**src/rtl/lcd_write_seq.sv**
```systemverilog
// ============================================================================
// Module   : lcd_write_seq
// Brief    : Power-up and page/column/data write sequencer for a dual-half
//            KS0108-class 128x64 graphic LCD.
// Revision : 1.0 - initial release
// ============================================================================
`default_nettype none

module lcd_write_seq #(
    parameter int T_SU    = 1,
    parameter int T_EN    = 2,
    parameter int T_HOLD  = 1,
    parameter int RST_CYC = 4
) (
    input  logic       clk,
    input  logic       rst_n,
    input  logic       req_valid,
    input  logic [2:0] req_page,
    input  logic [6:0] req_col,
    input  logic [7:0] req_data,
    output logic       req_ready,
    output logic       init_done,
    output logic [7:0] LCD_data,
    output logic       LCD_en,
    output logic       LCD_rw,
    output logic       LCD_rstn,
    output logic       LCD_cs1,
    output logic       LCD_cs2,
    output logic       LCD_di
);

    localparam int c_MAX_A = (T_SU > T_EN) ? T_SU : T_EN;
    localparam int c_MAX_B = (c_MAX_A > T_HOLD) ? c_MAX_A : T_HOLD;
    localparam int c_MAX   = (c_MAX_B > RST_CYC) ? c_MAX_B : RST_CYC;
    localparam int c_CW    = (c_MAX > 1) ? $clog2(c_MAX) : 1;

    localparam logic [c_CW-1:0] c_SU_LAST   = c_CW'(T_SU - 1);
    localparam logic [c_CW-1:0] c_EN_LAST   = c_CW'(T_EN - 1);
    localparam logic [c_CW-1:0] c_HOLD_LAST = c_CW'(T_HOLD - 1);
    localparam logic [c_CW-1:0] c_RST_LAST  = c_CW'(RST_CYC - 1);
    localparam logic [c_CW-1:0] c_CNT_ONE   = c_CW'(1);

    localparam logic [2:0] S_RST_WAIT  = 3'd0;
    localparam logic [2:0] S_INIT_ON   = 3'd1;
    localparam logic [2:0] S_INIT_LINE = 3'd2;
    localparam logic [2:0] S_IDLE      = 3'd3;
    localparam logic [2:0] S_PAGE      = 3'd4;
    localparam logic [2:0] S_COL       = 3'd5;
    localparam logic [2:0] S_DATA      = 3'd6;

    localparam logic [1:0] PH_SU   = 2'd0;
    localparam logic [1:0] PH_EN   = 2'd1;
    localparam logic [1:0] PH_HOLD = 2'd2;

    logic [2:0]      r_state;
    logic [1:0]      r_ph;
    logic [c_CW-1:0] r_cnt;
    logic [5:0]      r_col;
    logic [7:0]      r_byte;
    logic            r_ready;
    logic            r_init_done;
    logic [7:0]      r_data;
    logic            r_en;
    logic            r_rw;
    logic            r_rstn;
    logic            r_cs1;
    logic            r_cs2;
    logic            r_di;

    // Each transaction loads bus/di/cs on entry to SU, so those lines are
    // already stable for at least T_SU cycles before EN rises.
    always_ff @(posedge clk or negedge rst_n) begin
        if (!rst_n) begin
            r_state     <= S_RST_WAIT;
            r_ph        <= PH_SU;
            r_cnt       <= '0;
            r_col       <= '0;
            r_byte      <= '0;
            r_ready     <= 1'b0;
            r_init_done <= 1'b0;
            r_data      <= 8'h00;
            r_en        <= 1'b0;
            r_rw        <= 1'b0;
            r_rstn      <= 1'b0;
            r_cs1       <= 1'b0;
            r_cs2       <= 1'b0;
            r_di        <= 1'b0;
        end else begin
            r_rw <= 1'b0;
            case (r_state)
                S_RST_WAIT: begin
                    if (r_cnt == c_RST_LAST) begin
                        r_rstn  <= 1'b1;
                        r_state <= S_INIT_ON;
                        r_data  <= 8'h3F;
                        r_di    <= 1'b0;
                        r_cs1   <= 1'b1;
                        r_cs2   <= 1'b1;
                        r_ph    <= PH_SU;
                        r_cnt   <= '0;
                    end else begin
                        r_cnt <= r_cnt + c_CNT_ONE;
                    end
                end
                S_IDLE: begin
                    if (req_valid) begin
                        r_col   <= req_col[5:0];
                        r_byte  <= req_data;
                        r_ready <= 1'b0;
                        r_state <= S_PAGE;
                        r_data  <= {5'b10111, req_page};
                        r_di    <= 1'b0;
                        r_cs1   <= ~req_col[6];
                        r_cs2   <= req_col[6];
                        r_ph    <= PH_SU;
                        r_cnt   <= '0;
                    end
                end
                default: begin
                    case (r_ph)
                        PH_SU: begin
                            if (r_cnt == c_SU_LAST) begin
                                r_ph  <= PH_EN;
                                r_en  <= 1'b1;
                                r_cnt <= '0;
                            end else begin
                                r_cnt <= r_cnt + c_CNT_ONE;
                            end
                        end
                        PH_EN: begin
                            if (r_cnt == c_EN_LAST) begin
                                r_ph  <= PH_HOLD;
                                r_en  <= 1'b0;
                                r_cnt <= '0;
                            end else begin
                                r_cnt <= r_cnt + c_CNT_ONE;
                            end
                        end
                        default: begin
                            if (r_cnt == c_HOLD_LAST) begin
                                r_cnt <= '0;
                                r_ph  <= PH_SU;
                                case (r_state)
                                    S_INIT_ON: begin
                                        r_state <= S_INIT_LINE;
                                        r_data  <= 8'hC0;
                                    end
                                    S_PAGE: begin
                                        r_state <= S_COL;
                                        r_data  <= {2'b01, r_col};
                                    end
                                    S_COL: begin
                                        r_state <= S_DATA;
                                        r_data  <= r_byte;
                                        r_di    <= 1'b1;
                                    end
                                    default: begin
                                        // INIT_LINE or DATA done: bus and di hold, halves deselected
                                        r_state     <= S_IDLE;
                                        r_ready     <= 1'b1;
                                        r_init_done <= 1'b1;
                                        r_cs1       <= 1'b0;
                                        r_cs2       <= 1'b0;
                                    end
                                endcase
                            end else begin
                                r_cnt <= r_cnt + c_CNT_ONE;
                            end
                        end
                    endcase
                end
            endcase
        end
    end

    assign req_ready = r_ready;
    assign init_done = r_init_done;
    assign LCD_data  = r_data;
    assign LCD_en    = r_en;
    assign LCD_rw    = r_rw;
    assign LCD_rstn  = r_rstn;
    assign LCD_cs1   = r_cs1;
    assign LCD_cs2   = r_cs2;
    assign LCD_di    = r_di;

endmodule

`default_nettype wire

```
**config.mk**
```make
export PLATFORM = sky130hd
export DESIGN_NAME = lcd_write_seq
export DESIGN_NICKNAME = d
export VERILOG_FILES = /design/src/rtl/lcd_write_seq.sv
export SDC_FILE = /design/constraint.sdc
export NUM_CORES = 1
export LEC_CHECK = 0
export ABC_AREA = 1
export CAP_MARGIN = 20
export CORE_MARGIN = 1.5
export CORE_UTILIZATION = 55
export CTS_CLUSTER_SIZE = 28
export DETAILED_ROUTE_END_ITERATION = 10
export PLACE_DENSITY = 0.84
export SYNTH_ARGS = -nofsm -noshare
export SYNTH_HDL_FRONTEND = slang
export SYNTH_SLANG_ARGS = --single-unit
```
**constraint.sdc**
```tcl
create_clock -name clk -period 2.8 [get_ports clk]
set_clock_uncertainty 0.2 [all_clocks]
set_input_delay 0.42 -clock clk [delete_from_list [all_inputs] [get_ports clk]]
set_output_delay 0.42 -clock clk [all_outputs]
set_load 0.05 [all_outputs]
```
==> results of run 1 <==
==> synth_stat cells <==
library cell / n / share of area
nand4_2: 1 / 0.0067
nor2_4: 2 / 0.012
nand4_1: 11 / 0.037
nand3_1: 43 / 0.11
conb_1: 1 / 0.0020
nand2_2: 3 / 0.010
clkbuf_1: 1 / 0.0020
a21oi_1: 2 / 0.0053
nand3_2: 2 / 0.011
nor2_1: 5 / 0.010
buf_2: 6 / 0.016
nand2_1: 93 / 0.19
o21ai_0: 7 / 0.019
buf_4: 1 / 0.0040
o211ai_1: 1 / 0.0040
ha_1: 4 / 0.027
inv_1: 22 / 0.044
inv_2: 2 / 0.0040
nor2_2: 1 / 0.0033
dfrtp_1: 36 / 0.48
o21bai_1: 1 / 0.0040
==> worst paths after layout <==
path / startpoint / to / slack, ns
max: LCD_cs1$_DFFE_PN0P_ / LCD_cs1 / 0.65
min: rst_n / LCD_cs2$_DFFE_PN0P_ / 0.27
max reg2reg: r_state[0]$_DFFE_PN0P_ / r_byte[6]$_DFFE_PN0P_ / 0.70
min reg2reg: LCD_rstn$_DFFE_PN0P_ / LCD_rstn$_DFFE_PN0P_ / 0.28
max in group asynchronous: rst_n / LCD_data[4]$_DFFE_PN0P_ / 1.81
min in group clk: LCD_rstn$_DFFE_PN0P_ / LCD_rstn$_DFFE_PN0P_ / 0.28
==> cell type report <==
cell class	count	area, um^2	share of cell area
flip-flops and latches	36	901	0.389
clock buffers	6	51.3	0.0222
clock inverters	2	10.0	0.00433
inverters	24	90.1	0.0389
well taps	46	57.6	0.0249
multi-input cells	177	846	0.366
repair buffers	36	358	0.155
==> flip-flops by register name, indices dropped and copies added, names as in the netlist <==
name and flops:
LCD_cs1 1, LCD_di 1, init_done 1, r_col 6, r_byte 8, LCD_cs2 1, req_ready 1, r_state 3
r_cnt 2, LCD_en 1, r_ph 2, LCD_data 8, LCD_rstn 1
==> metrics by stage <==
| step | area (um^2) | std cells | setup slack, ns |
|---|---|---|---|
| after CTS | 2310 | 327 | 0.636 |
| after global routing | 2310 | 327 | 0.530 |
| after detailed placement | 2250 | 319 | 0.597 |
| final | 2310 | 327 | 0.653 |
| after floorplan | 1880 | 245 | 1.28 |
| after global placement | 2250 | 319 | 0.634 |
==> cells by family after synthesis <==
group,count (synthesis)
flip-flops,36
AO/OA/AOI/OAI,11
other,1
AND/OR/NAND/NOR,161
buffers and inverters,32
adder cells (fa/ha/maj),4
==> routing by layer <==
metal,global-route usage,vias up,share of wire
li1,-,859,-
met3,0.0630,6,0.039
met5,0,-,0
met1,0.307,733,0.49
met2,0.343,40,0.45
met4,0.0729,0,0.017
==> cell usage in the layout (no fill, tap or decap), types with 3 or more instances in the layout <==
| master | Yosys | layout |
|---|---|---|
| nand4_1 | 11 | 11 |
| inv_1 | 22 | 22 |
| dfrtp_1 | 36 | 36 |
| o21ai_0 | 7 | 7 |
| nand3_1 | 43 | 43 |
| nand2_1 | 93 | 93 |
| ha_1 | 4 | 4 |
| nand2_2 | 3 | 3 |
| clkdlybuf4s50_1 | 0 | 35 |
| clkbuf_4 | 0 | 5 |
| nor2_1 | 5 | 5 |
==> power breakdown <==
group / leakage, nW / switching [mW] / internal, mW
Sequential: 0.445 / 0.205 / 0.736
Combinational: 0.734 / 0.980 / 0.471
Clock: 0.0380 / 0.172 / 0.119
==> qor.csv, run 1 <==
stage;metric;value;unit
outcome;status;complete, no violations;
sta;slew_headroom;0.646;
yosys;synth_compound_area_frac;0.0320;
global_routing;gr-total-overflow;0;
clock_tree;clkTransAtPathRegs;0.11;ns
critical_path;crit_buf_inv;1;
power;p_leak;1.22;nW
yosys;synth_area_per_cell;7.67;um^2
yosys;synth-xor-area-share;0;
critical_path;crit_slowest_cell;clkdlybuf4s50_1;
yosys;yosys.area_share.simple;0.390;
yosys;seq_area_frac_synth;0.480;
clock_tree;clockBufferDepth;2;
floorplan;coreArea;3310;um^2
yosys;synthesis.area;1880;um^2
sta;rsz0062_at_grt;false;
clock_tree;cts_setup_buffers;0;
sta;setup_tns;0;ns
yosys;synth_mux_area_frac;0;
routing;route.detailed.drc;0;
global_routing;grt_max_degree;37;
power;power-per-cell-area;1160;nW/um^2
floorplan;row_count;21;
routing;drtPass1Iterations;4;
yosys;synth-seq-cells;36;
critical_path;critical_path.max_stage_delay;0.80;ns
sta;setup_viol;0;
clock_tree;hold_buffers;0;
critical_path;r2r_cells;5;
yosys;synth_cells;245;
global_routing;grt_pass1_wl;6150;um
floorplan;die-width;61.4;um
critical_path;cp-start-kind;flop;
yosys;synthesis.nets;270;
run;cap_violations;0;
floorplan;initial_core_util;0.567;
placement;gp_congestion;0.855;
clock_tree;insertion_delay;0.35;ns
floorplan;die_h;61.4;um
critical_path;cp-end-kind;output pin;
routing;viasPerCell;5.01;
clock_tree;cts-resized-gates;0;
critical_path;cp.required;2.18;ns
clock_tree;cts_buffers;5;
sta;hold_viol_final;0;
global_routing;track_usage;0.223;
routing;drt-total-wl;3730;um
clock_tree;clock-sinks;36;
layout;fin_util;0.699;
yosys;synth_top_family_by_area;simple AND/OR/NAND/NOR gates;
yosys;yosysUniqueCellTypes;21;
clock_tree;root_buffer;clkbuf_4;
critical_path;critPathMaxFanout;2;
layout;fillers;288;
clock_tree;htreeDepth;2;
placement;dp_hpwl;2770;um
global_routing;grt_pass1_vias;1372;
sta;finalMaxSlewViolations;0;
critical_path;critical_path.cell_chain;clkdlybuf4s50_1;
sta;fin_crit;2.15;ns
yosys;yosysWarnings;0;
power;total_power;2.68;mW
yosys;synth_fa_ha_area_frac;0.0266;
critical_path;criticalPathCategory;flop to output pin;
routing;ant_nets;0;
layout;nets;305;
floorplan;dieArea;3770;um^2
critical_path;path_delay_family;buffers and inverters;
sta;whs;0.267;ns
routing;first_iter_violations;42;
sta;max_clock_freq;466;MHz
global_routing;grt_antenna_before_repair;0;
layout;drive_above_1_share;0.0712;
clock_tree;cts_tree;yes;
power;max-vdd-ir-drop;0.612;mV
floorplan;pin_count;37;
sta;fin_crit_sh;0.767;
routing;wl_per_cell;11.4;um
critical_path;cp.depth;1;
layout;area_growth;23.2;%
layout;diodes;0;
routing;num_vias;1638;
critical_path;worstPathArrival;1.53;ns
placement;portBuffers;35;
sta;worst-slew-pin-transition;0.531;ns
min_path;holdCritPathClass;input pin to async pin;
Power figures use the tool's default switching activity.
==> run 2: changes to the inputs <==
Settings changed: CORE_UTILIZATION 55 to 46, PLACE_DENSITY 0.84 to 0.75.
Clock period 2.8 ns to 1.76 ns, I/O delays scaled along.
==> run 2 against run 1 <==
Global-route usage down 1.7 points. Via count up 4.6%. Largest cell class unchanged. Utilization down 8.4 points. Sequential power up 53%.
==> qor.csv, run 2 (synthesis gave the netlist of run 1 again) <==
stage;metric;value;unit;change
sta;hold_viol_final;0;;unchanged
routing;wl_per_cell;12.1;um;+6.1%
floorplan;row_count;23;;+9.5%
critical_path;critical_path.cell_chain;inv_2, ha_2, nand2_1, nand3_2, nand4_2, nand2_1, nand2_1;;
placement;portBuffers;35;;unchanged
sta;setup_tns;0;ns;unchanged
clock_tree;htreeDepth;2;;unchanged
power;power_frac_seq;0.309;;-0.042
sta;finalMaxSlewViolations;0;;unchanged
clock_tree;cts_setup_buffers;0;;unchanged
power;total_power;4.65;mW;+73%
critical_path;path_delay_family;simple AND/OR/NAND/NOR gates;;
sta;fin_crit;1.65;ns;
sta;max_clock_freq;606;MHz;
clock_tree;root_buffer;clkbuf_8;;
layout;layout_common_cells;nand2_1, nand3_1, dfrtp_1;;
critical_path;criticalPathCategory;flop to flop;;
routing;route.detailed.drc;0;;unchanged
critical_path;crit_top_cell;nand2_1;;
routing;num_vias;1714;;+4.6%
layout;mostFrequentLayoutCell;nand2_1;;
power;power-per-cell-area;1910;nW/um^2;+64%
critical_path;cp-end-kind;flop;;
clock_tree;clockBufferDepth;2;;unchanged
power;switchingPower;2.27;mW;+67%
critical_path;critical_path.max_stage_delay;0.43;ns;-0.37 ns
critical_path;r2r_cells;7;;+2
min_path;holdCritPathClass;input pin to async pin;;
floorplan;dieArea;4470;um^2;+19%
critical_path;worstPathArrival;1.63;ns;+0.10 ns
placement;dp_hpwl;3090;um;+12%
critical_path;endpoint;LCD_data[1]$_DFFE_PN0P_;;
global_routing;grt_max_degree;37;;unchanged
routing;ant_nets;0;;unchanged
floorplan;initial_core_util;0.473;;-0.0944
floorplan;die-width;66.9;um;+8.9%
critical_path;critPathMaxFanout;8;;+6
critical_path;startpoint;r_cnt[0]$_DFFE_PN0P_;;
layout;nets;317;;+3.9%
clock_tree;insertion_delay;0.29;ns;-0.06 ns
run;cap_violations;0;;unchanged
global_routing;grt_pass1_vias;1563;;+14%
clock_tree;cts_tree;yes;;
clock_tree;hold_buffers;0;;unchanged
clock_tree;cts_buffers;5;;unchanged
power;intPower;2.39;mW;+80%
layout;drive_above_1_share;0.177;;+0.106
clock_tree;clkTransAtPathRegs;0.07;ns;-0.04 ns
power;max-vdd-ir-drop;0.755;mV;+23%
floorplan;pin_count;37;;unchanged
power;swShare;0.487;;-0.0185
routing;drt-total-wl;4150;um;+11%
power;p_leak;1.31;nW;+7.9%
sta;rsz0062_at_grt;false;;
global_routing;track_usage;0.206;;-0.0170
placement;gp_congestion;0.832;;-2.7%
clock_tree;clock-sinks;36;;unchanged
critical_path;cp.depth;7;;+6
layout;area_growth;29.9;%;
floorplan;coreArea;3970;um^2;+20%
critical_path;reg2reg_to;LCD_data[1]$_DFFE_PN0P_;;
power;combPwrFrac;0.560;;+0.019
floorplan;die_h;66.9;um;+8.9%
routing;first_iter_violations;153;;+260%
clock_tree;cts-resized-gates;0;;unchanged
layout;diodes;0;;unchanged
sta;fin_crit_sh;0.937;;
outcome;status;complete, no violations;;
routing;viasPerCell;5.00;;-0.24%
critical_path;crit_buf_inv;1;;unchanged
power;clock_power_share;0.131;;+0.023
routing;drtPass1Iterations;4;;unchanged
critical_path;reg2reg_from;r_cnt[0]$_DFFE_PN0P_;;
critical_path;cp.required;1.74;ns;-0.44 ns
critical_path;cp-start-kind;flop;;
critical_path;r2r_slack;0.11;ns;-0.59 ns
global_routing;gr-total-overflow;0;;unchanged
sta;setup_viol;0;;unchanged
critical_path;crit_slowest_cell;dfrtp_1;;
global_routing;grt_antenna_before_repair;0;;unchanged
global_routing;grt_pass1_wl;6850;um;+11%
==> run 2: cell types whose count changed in the layout (fill, tap and decap cells not counted), moves of 2 or more <==
cell             previous run  this run
clkdlybuf4s50_1            35        20
buf_12                      0         2
dfrtp_2                     0         2
buf_4                       1        26
clkbuf_8                    1         6
clkbuf_4                    5         0
dfrtp_1                    36        34
==> run 2: metal layers <==
metal / up-vias / part of all wire / GRT usage
met3: 5 / 0.054 / 0.0524
met2: 58 / 0.48 / 0.344
met4: 0 / 0.011 / 0.0663
met5: - / 0 / 0
met1: 769 / 0.45 / 0.260
li1: 882 / - / -
==> run 2: stage by stage <==
| stage | cell area, um^2 | setup WS [ns] | cells | utilization | hold slack [ns] |
|---|---|---|---|---|---|
| global route | 2440 | 0.00610 | 343 | 0.614 | 0.157 |
| finish | 2440 | 0.111 | 343 | 0.614 | 0.144 |
| CTS | 2430 | 0.0461 | 343 | 0.611 | 0.156 |
| detailed placement | 2330 | 0.0209 | 335 | 0.588 | 0.262 |
| global placement | 2330 | 0.0728 | 335 | 0.588 | 0.254 |
| floorplan | 1880 | 0.242 | 245 | - | -0.232 |
==> run 2: how the worst min path moves through the flow <==
stage / to / from / slack (ns) / cells past startpoint
after detailed placement: LCD_cs1$_DFFE_PN0P_ / LCD_cs1$_DFFE_PN0P_ / 0.26 / 2
final: LCD_en$_DFFE_PN0P_ / rst_n / 0.14 / 2
after CTS: r_ph[1]$_DFFE_PN0P_ / rst_n / 0.16 / 2
after global routing: r_cnt[0]$_DFFE_PN0P_ / rst_n / 0.16 / 2
after global placement: r_byte[1]$_DFFE_PN0P_ / r_byte[1]$_DFFE_PN0P_ / 0.25 / 2
after floorplan: LCD_cs1$_DFFE_PN0P_ / rst_n / -0.23 / 0
==> run 2: power by group through the flow <==
| stage | combinational, mW | sequential, mW | clock (mW) |
|---|---|---|---|
| global route | 2.90 | 1.48 | 0.659 |
| CTS | 2.56 | 1.43 | 0.619 |
| floorplan | 1.41 | 1.79 | 0 |
| detailed placement | 2.56 | 1.44 | 0 |
| global placement | 2.50 | 1.43 | 0 |
| finish | 2.61 | 1.44 | 0.611 |
==> run 2: final cells by class <==
| class | instances | area [um^2] |
|---|---|---|
| clock inverter | 2 | 10.0 |
| sequential | 36 | 903 |
| inverter | 24 | 90.1 |
| timing repair buffer | 48 | 435 |
| multi-input combinational | 177 | 856 |
| tap | 50 | 62.6 |
| fill | 369 | 1530 |
| clock buffer | 6 | 82.6 |
==> run 2: worst register-to-register path: stages (launching register included) <==
cell and delay (ns):
dfrtp_1 0.43, inv_2 0.09, ha_2 0.20, nand2_1 0.08, nand3_2 0.13, nand4_2 0.22
nand2_1 0.13, nand2_1 0.06
==> run 3: changes to the inputs <==
Settings changed: PLACE_DENSITY 0.75 to 0.83.
==> run 3 against run 2 <==
Sequential cell count unchanged. Global-route usage down 0.19 points. Final area is 0.67% higher. Maximum frequency increased by 0.98%. First-iteration DRC count decreased by 16%. Largest power group unchanged. Largest cell class unchanged. Setup slack better by 0.016 ns. Critical path type unchanged.
==> qor.csv, run 3 (synthesis gave the netlist of run 1 again) <==
stage;metric;value;unit;change
global_routing;grt_pass1_vias;1624;;+3.9%
routing;num_vias;1741;;+1.6%
floorplan;initial_core_util;0.473;;unchanged
run;cap_violations;0;;unchanged
placement;dp_slack;0.0548;ns;+0.0340 ns
layout;layout_common_cells;nand2_1, nand3_1, dfrtp_1;;
global_routing;grt_pass1_wl;6890;um;+0.61%
sta;rsz0062_at_grt;false;;
floorplan;row_count;23;;unchanged
floorplan;die-width;66.9;um;unchanged
placement;portBuffers;35;;unchanged
clock_tree;hold_buffers;0;;unchanged
power;total_power;4.71;mW;+1.2%
global_routing;grt_max_degree;37;;unchanged
routing;viasPerCell;5.05;;+0.99%
sta;finalWorstSetupSlack;0.127;ns;+0.0160 ns
sta;max_clock_freq;612;MHz;+0.98%
clock_tree;insertion_delay;0.29;ns;about the same
power;power-per-cell-area;1920;nW/um^2;+0.57%
critical_path;crit_slowest_cell;dfrtp_2;;
outcome;status;complete, no violations;;
clock_tree;root_buffer;clkbuf_8;;
critical_path;cp-start-kind;flop;;
power;p_leak;1.32;nW;+0.25%
critical_path;r2r_slack;0.13;ns;+0.02 ns
global_routing;track_usage;0.204;;-0.00194
sta;setup_viol;0;;unchanged
layout;area_growth;30.8;%;
global_routing;grt_antenna_before_repair;0;;unchanged
power;max-vdd-ir-drop;0.713;mV;-5.7%
critical_path;critical_path.max_stage_delay;0.47;ns;+0.04 ns
sta;fin_crit_sh;0.928;;-0.00907
layout;nets;319;;+0.63%
critical_path;cp-end-kind;flop;;
clock_tree;cts_tree;yes;;
global_routing;gr-total-overflow;0;;unchanged
min_path;holdCritPathClass;input pin to async pin;;
routing;drtPass1Iterations;4;;unchanged
floorplan;coreArea;3970;um^2;unchanged
clock_tree;cts_buffers;5;;unchanged
layout;drive_above_1_share;0.186;;+0.00897
floorplan;pin_count;37;;unchanged
routing;drt-total-wl;4180;um;+0.68%
sta;fin_crit;1.63;ns;-0.0160 ns
clock_tree;clock-sinks;36;;unchanged
sta;setup_tns;0;ns;unchanged
sta;finalMaxSlewViolations;0;;unchanged
placement;gp_congestion;0.938;;+13%
critical_path;cp.required;1.79;ns;+0.05 ns
routing;wl_per_cell;12.1;um;about the same
sta;hold_viol_final;0;;unchanged
layout;fin_util;0.618;;+0.00410
clock_tree;clockBufferDepth;2;;unchanged
placement;dp_hpwl;3040;um;-1.6%
clock_tree;htreeDepth;2;;unchanged
critical_path;criticalPathCategory;flop to flop;;
critical_path;r2r_cells;7;;unchanged
routing;first_iter_violations;128;;-16%
layout;diodes;0;;unchanged
routing;route.detailed.drc;0;;unchanged
layout;mostFrequentLayoutCell;nand2_1;;
routing;ant_nets;0;;unchanged
floorplan;dieArea;4470;um^2;unchanged
floorplan;die_h;66.9;um;unchanged
critical_path;worstPathArrival;1.67;ns;+0.04 ns
critical_path;critPathMaxFanout;7;;-1
critical_path;crit_top_cell;nand2_1;;
critical_path;critical_path.cell_chain;nor2_4, nand2_2, nand2_1, nor2_1, nor2_2, nand3_1, nand2_1;;
clock_tree;clkTransAtPathRegs;0.07;ns;about the same
run 3: cell types whose count changed in the layout (fill, tap and decap cells not counted), sizes merged:
cell and delta:
buf +1, clkbuf +1
run 3: final timing paths:
kind,endpoint,startpoint
worst max register to register,LCD_data[5]$_DFFE_PN0P_,r_state[0]$_DFFE_PN0P_
worst min-delay path,r_ph[0]$_DFFE_PN0P_,rst_n
max in group asynchronous,r_state[1]$_DFFE_PN0P_,rst_n
worst min register to register,init_done$_DFFE_PN0P_,init_done$_DFFE_PN0P_
worst max-delay path,LCD_data[5]$_DFFE_PN0P_,r_state[0]$_DFFE_PN0P_
min in group clk,init_done$_DFFE_PN0P_,init_done$_DFFE_PN0P_
run 3: where the power goes:
part / internal (mW) / leakage [nW] / total (mW) / switching (mW)
Combinational: 0.928 / 0.823 / 2.67 / 1.74
Clock: 0.312 / 0.0510 / 0.604 / 0.291
Sequential: 1.18 / 0.442 / 1.44 / 0.255
Total: 2.42 / 1.32 / 4.71 / 2.29
run 3: critical path, delay by kind of cell (launching register included):
kind             cells  cell delay [ns]
flip-flops           1             0.47
AND/OR/NAND/NOR      7             0.89
run 3: final cells by class:
class / count / area (um^2)
clock buffer: 6 / 82.6
clock inverter: 2 / 10.0
fill: 357 / 1520
inverter: 24 / 90.1
multi-input combinational: 177 / 872
sequential: 36 / 903
tap: 50 / 62.6
timing repair buffer: 50 / 435
run 3: through the flow:
| stage | instances | hold slack (ns) | instance area, um^2 |
|---|---|---|---|
| 2_1_floorplan | 245 | -0.232 | 1880 |
| 3_3_place_gp | 332 | 0.250 | 2300 |
| 3_5_place_dp | 332 | 0.259 | 2300 |
| 4_1_cts | 340 | 0.148 | 2390 |
| 5_1_grt | 345 | 0.154 | 2460 |
| 6_report | 345 | 0.135 | 2460 |
run 3: timing repair:
action	in CTS	in global routing
buffers inserted	0	5
endpoints found under the setup margin	0	31
hold endpoints to repair	0	0
gates resized for setup	0	8
run 3: routing by layer:
layer | wire length, um | track usage | part of all wire
met5 | 0 | 0 | 0
met4 | 49 | 0.0816 | 0.012
met3 | 298 | 0.0574 | 0.071
met2 | 1990 | 0.333 | 0.48
met1 | 1840 | 0.254 | 0.44
